File: config.mk
export PLATFORM = sky130hd
export DESIGN_NAME = rename_reg_file_mc
export DESIGN_NICKNAME = d
export VERILOG_FILES = /design/src/rtl/rename_reg_file_mc.sv
export SDC_FILE = /design/constraint.sdc
export NUM_CORES = 2
export LEC_CHECK = 0
export CORE_MARGIN = 2
export CORE_UTILIZATION = 35
export DETAILED_ROUTE_END_ITERATION = 6
export MAX_ROUTING_LAYER = met4
export PLACE_DENSITY = 0.56
export SYNTH_ARGS = -nofsm -noshare
export SYNTH_HDL_FRONTEND = slang
export SYNTH_SLANG_ARGS = --single-unit
File: constraint.sdc
create_clock -name clk -period 8.7 [get_ports clk]
set_clock_uncertainty 0.2 [all_clocks]
set_input_delay 1.74 -clock clk [delete_from_list [all_inputs] [get_ports clk]]
set_output_delay 1.74 -clock clk [all_outputs]
set_load 0.05 [all_outputs]
File: src/rtl/rename_reg_file_mc.sv
// Architectural register file with per-register rename tags, multi-lane commit,
// same-cycle commit-to-read bypass and mispredict flush of all renames.
module rename_reg_file_mc #(
    parameter int XLEN         = 32,
    parameter int REG_NUM      = 32,
    parameter int ROB_W        = 4,
    parameter int COMMIT_LANES = 2,
    localparam int RI_W        = $clog2(REG_NUM)
) (
    input  logic                         clk,
    input  logic                         rst,
    input  logic                         rdy,
    input  logic                         jump_wrong,
    input  logic                         dec_valid,
    input  logic [RI_W-1:0]              dec_rs1_idx,
    input  logic [RI_W-1:0]              dec_rs2_idx,
    input  logic                         dec_need_rs1,
    input  logic                         dec_need_rs2,
    input  logic [RI_W-1:0]              dec_rd_idx,
    input  logic                         dec_has_rd,
    input  logic [ROB_W-1:0]             dec_rob_tag,
    output logic                         rsp_valid,
    output logic [XLEN-1:0]              rsp_rs1_value,
    output logic                         rsp_rs1_busy,
    output logic [ROB_W-1:0]             rsp_rs1_tag,
    output logic [XLEN-1:0]              rsp_rs2_value,
    output logic                         rsp_rs2_busy,
    output logic [ROB_W-1:0]             rsp_rs2_tag,
    input  logic [COMMIT_LANES-1:0]      cm_en,
    input  logic [COMMIT_LANES*RI_W-1:0] cm_idx,
    input  logic [COMMIT_LANES*ROB_W-1:0] cm_tag,
    input  logic [COMMIT_LANES*XLEN-1:0] cm_value
);

    typedef struct packed {
        logic [XLEN-1:0]  value;
        logic             busy;
        logic [ROB_W-1:0] tag;
    } opnd_t;

    logic [REG_NUM-1:0][XLEN-1:0]  val_q, val_n;
    logic [REG_NUM-1:0]            busy_q, busy_n;
    logic [REG_NUM-1:0][ROB_W-1:0] tag_q, tag_n;

    logic  accept;
    opnd_t rs1_op, rs2_op;
    opnd_t rs1_p1, rs2_p1;
    logic  vld_p1;
    logic [RI_W-1:0]  ci;
    logic [ROB_W-1:0] ct;

    assign accept = dec_valid & ~jump_wrong;

    // Lookup against pre-update state; a committing producer whose tag still
    // owns the register forwards its value, highest lane last so it wins.
    function automatic opnd_t lookup(
        input logic [RI_W-1:0]               idx,
        input logic                          need,
        input logic [REG_NUM-1:0][XLEN-1:0]  vals,
        input logic [REG_NUM-1:0]            busys,
        input logic [REG_NUM-1:0][ROB_W-1:0] tags,
        input logic [COMMIT_LANES-1:0]       en,
        input logic [COMMIT_LANES*RI_W-1:0]  cidx,
        input logic [COMMIT_LANES*ROB_W-1:0] ctag,
        input logic [COMMIT_LANES*XLEN-1:0]  cval
    );
        opnd_t r;
        r.value = vals[idx];
        r.busy  = 1'b0;
        r.tag   = '0;
        if (need) begin
            if (idx == '0) begin
                r.value = '0;
            end else begin
                r.busy = busys[idx];
                r.tag  = busys[idx] ? tags[idx] : '0;
                for (int k = 0; k < COMMIT_LANES; k++) begin
                    if (en[k] && cidx[k*RI_W +: RI_W] == idx && busys[idx] &&
                        ctag[k*ROB_W +: ROB_W] == tags[idx]) begin
                        r.value = cval[k*XLEN +: XLEN];
                        r.busy  = 1'b0;
                        r.tag   = '0;
                    end
                end
            end
        end
        return r;
    endfunction

    always_comb begin
        rs1_op = lookup(dec_rs1_idx, dec_need_rs1, val_q, busy_q, tag_q,
                        cm_en, cm_idx, cm_tag, cm_value);
        rs2_op = lookup(dec_rs2_idx, dec_need_rs2, val_q, busy_q, tag_q,
                        cm_en, cm_idx, cm_tag, cm_value);
    end

    // Next state: commits first, then flush or rename override the busy/tag view.
    always_comb begin
        val_n  = val_q;
        busy_n = busy_q;
        tag_n  = tag_q;
        ci     = '0;
        ct     = '0;
        for (int k = 0; k < COMMIT_LANES; k++) begin
            ci = cm_idx[k*RI_W +: RI_W];
            ct = cm_tag[k*ROB_W +: ROB_W];
            if (cm_en[k] && ci != '0) begin
                val_n[ci] = cm_value[k*XLEN +: XLEN];
                if (busy_q[ci] && tag_q[ci] == ct) begin
                    busy_n[ci] = 1'b0;
                    tag_n[ci]  = '0;
                end
            end
        end
        if (jump_wrong) begin
            busy_n = '0;
            tag_n  = '0;
        end else if (accept && dec_has_rd && dec_rd_idx != '0) begin
            busy_n[dec_rd_idx] = 1'b1;
            tag_n[dec_rd_idx]  = dec_rob_tag;
        end
    end

    // ---- stage p1: state update and registered response ----
    always_ff @(posedge clk or negedge rst) begin
        if (!rst) begin
            val_q  <= '0;
            busy_q <= '0;
            tag_q  <= '0;
            vld_p1 <= 1'b0;
            rs1_p1 <= '0;
            rs2_p1 <= '0;
        end else if (rdy) begin
            val_q  <= val_n;
            busy_q <= busy_n;
            tag_q  <= tag_n;
            vld_p1 <= accept;
            if (accept) begin
                rs1_p1 <= rs1_op;
                rs2_p1 <= rs2_op;
            end
        end
    end

    assign rsp_valid     = vld_p1;
    assign rsp_rs1_value = rs1_p1.value;
    assign rsp_rs1_busy  = rs1_p1.busy;
    assign rsp_rs1_tag   = rs1_p1.tag;
    assign rsp_rs2_value = rs2_p1.value;
    assign rsp_rs2_busy  = rs2_p1.busy;
    assign rsp_rs2_tag   = rs2_p1.tag;

endmodule

==> impl_metrics.ini <==
[outcome]
status = finished, violations left
failed_checks = design-rule violations, max-capacitance violations, max-slew violations

[final_layout]
syn2layout_area_growth_pct = 11.7
drive_above_1_share = 0.195
nets = 7290
final_core_util = 0.392
final_area_mm2 = 0.0868
multi_input_area_mm2 = 0.0423
final-seq-area_mm2 = 0.0315
fillCellCount = 21400

[floorplan]
io_pins = 186
fp-row-count = 173
die_y_um = 475
start_util = 0.351
chipWidth_um = 475
dieArea_mm2 = 0.226
coreArea_mm2 = 0.221

[power]
vdd_drop_max_mv = 0.141
power_leakage_nw = 33.3
power.density_mw_per_mm2 = 235

[cts]
cts_setup_buffers = 0
clock_latency_ns = 0.85
clockRootBuffer = clkbuf_16
cts_tree = built
clkSinkCount = 1259
htree_num_levels = 4
clk_pin_slew_ns = 0.06
hold_buffers = 0
post_cts_resized = 0
cts_max_path_buffers = 3
cts_buffers = 147

[worst_setup_path]
cp-end-kind = flip-flop
crit_path_max_fanout = 25
cp-start-kind = input port
cp.required_ns = 9.17
ff2ff_path_depth = 9
cp.arrival_ns = 6.55
path_class = in2reg

[synth]
synth_most_common_cell = dfrtp_1
synthFlopType = dfrtp_1
synth_cells = 7615
synth_edf_count = 0
async_reset_ff_frac = 1.00
synth_top_cell_by_area = dfrtp_1
synth_nets = 7726
synth_cell_types = 88
synth_common_cells = dfrtp_1, nor2_1, a21oi_1
syn_area_mm2 = 0.0777
ys_seq_elements = 1259
ys_seq_area_frac = 0.405
synthTopCellsByArea = dfrtp_1, mux4_2, o22ai_1, a21oi_1, nor2_1
yosys_warnings = 0
post_synth.cell_area_avg_um2 = 10.2
yosys.area.top_type_share = 0.405

[global_routing]
grt_max_degree = 221
antenna_found_initial = 28
grt_pass1_wl_um = 561000
grt_use_total = 0.363
grt_pass1_vias = 71100
overflow = 0

[placement]
postPlaceCellArea_mm2 = 0.0817
gp_congestion = 1.03
portBuffers = 185
dpl.hpwl_um = 227000

[sta]
setup_viol = 0
layout_min_cycle_time_ns = 6.08
max_freq_mhz = 165
drv_slew = 23
relSlewSlack = -0.0174
tns_ns = 0
hold_viol_final = 0
period_share = 0.699
worst_pin_slew_ns = 1.52
rsz0062_at_grt = no

[hold_path]
holdPathStages = 0
hold_class = reg2reg

[drt]
first_iter_violations = 12800
vias = 74700
routedWlPerCell_um = 39.5
wl_um = 407000
firstDrtPassIters = 7
avgViaCountPerCell = 7.25
drc = 22
antenna_left = 0

[flow_run]
cap_violations = 2
stage by stage:
step / setup WS (ns) / cells / hold slack (ns) / power, W
2_1_floorplan: 3.89 / 7615 / 0.241 / 0.0118
3_3_place_gp: 2.10 / 10000 / 0.176 / 0.0134
3_5_place_dp: 2.03 / 10000 / 0.183 / 0.0136
4_1_cts: 2.88 / 10300 / 0.197 / 0.0202
5_1_grt: 2.64 / 10300 / 0.207 / 0.0210
6_report: 2.62 / 10300 / 0.194 / 0.0204
final timing paths:
kind | from | to | slack [ns]
min in group asynchronous | rst | busy_q[9]$_DFFE_PN0P_ | 0.72
worst min-delay path | val_q[13]$_DFFE_PN0P_ | val_q[13]$_DFFE_PN0P_ | 0.19
worst max-delay path | cm_idx[4] | tag_q[16]$_DFFE_PN0P_ | 2.62
worst min register to register | val_q[13]$_DFFE_PN0P_ | val_q[13]$_DFFE_PN0P_ | 0.19
worst max register to register | tag_q[47]$_DFFE_PN0P_ | tag_q[16]$_DFFE_PN0P_ | 4.33
max in group asynchronous | rst | val_q[116]$_DFFE_PN0P_ | 5.62
area by class of cell:
type | instances | area share
clock buffer | 208 | 0.0494
tap | 2975 | 0.0429
inverter | 110 | 0.00484
sequential | 1259 | 0.363
timing repair buffer | 408 | 0.0426
antenna | 40 | 0.00115
multi-input combinational | 5253 | 0.487
clock inverter | 51 | 0.00879
placed cells by master, fill, tap and decap left out, types with 87 or more instances in the layout:
cell type        synthesis  final
mux4_2                 774    774
a21oi_1               1062   1056
clkdlybuf4s50_1          0    167
nand2_1                328    273
mux2i_1                 87     87
clkbuf_16                0    148
o22ai_1               1053   1053
nor2_1                1208   1183
buf_4                   17    213
dfrtp_1               1259   1259
inv_1                  108    105
where the power goes:
group          switching (W)  internal, W  total [W]  leakage, nW
Combinational        0.00282      0.00253    0.00534         15.3
Clock                0.00287      0.00377    0.00664         2.48
Sequential           0.00120      0.00721    0.00841         15.5
registers in the layout (all words and copies together), names as in the netlist:
| name | cells |
|---|---|
| busy_q | 32 |
| rsp_rs1_value | 32 |
| rsp_valid | 1 |
| rsp_rs2_value | 32 |
| rsp_rs1_tag | 4 |
| rsp_rs2_tag | 4 |
| rsp_rs1_busy | 1 |
| rsp_rs2_busy | 1 |
| val_q | 1024 |
| tag_q | 128 |
layer usage:
| metal | GRT usage | wire length (um) |
|---|---|---|
| met1 | 0.428 | 142000 |
| met2 | 0.485 | 170000 |
| met3 | 0.161 | 61100 |
| met4 | 0.264 | 34200 |
| met5 | - | 0 |
critical path, stage by stage:
cell	delay, ns
clkdlybuf4s50_1	0.97
nor3b_2	0.96
a22oi_1	0.23
nand4_1	0.31
xnor2_1	0.16
nand2_1	0.18
nor2_2	1.02
a221oi_1	0.26
a21oi_1	0.55
o21ai_1	0.13
cell families after synthesis:
group / after synthesis / synth area share
AOI/OAI and AO/OA: 2553 / 0.200
and+or+nand+nor: 1787 / 0.0958
DFF: 1259 / 0.405
buffers and inverters: 1103 / 0.0574
muxes: 876 / 0.238
xor gates and xnor gates: 37 / 0.00427
No activity file was read; power rests on OpenSTA's default activity.
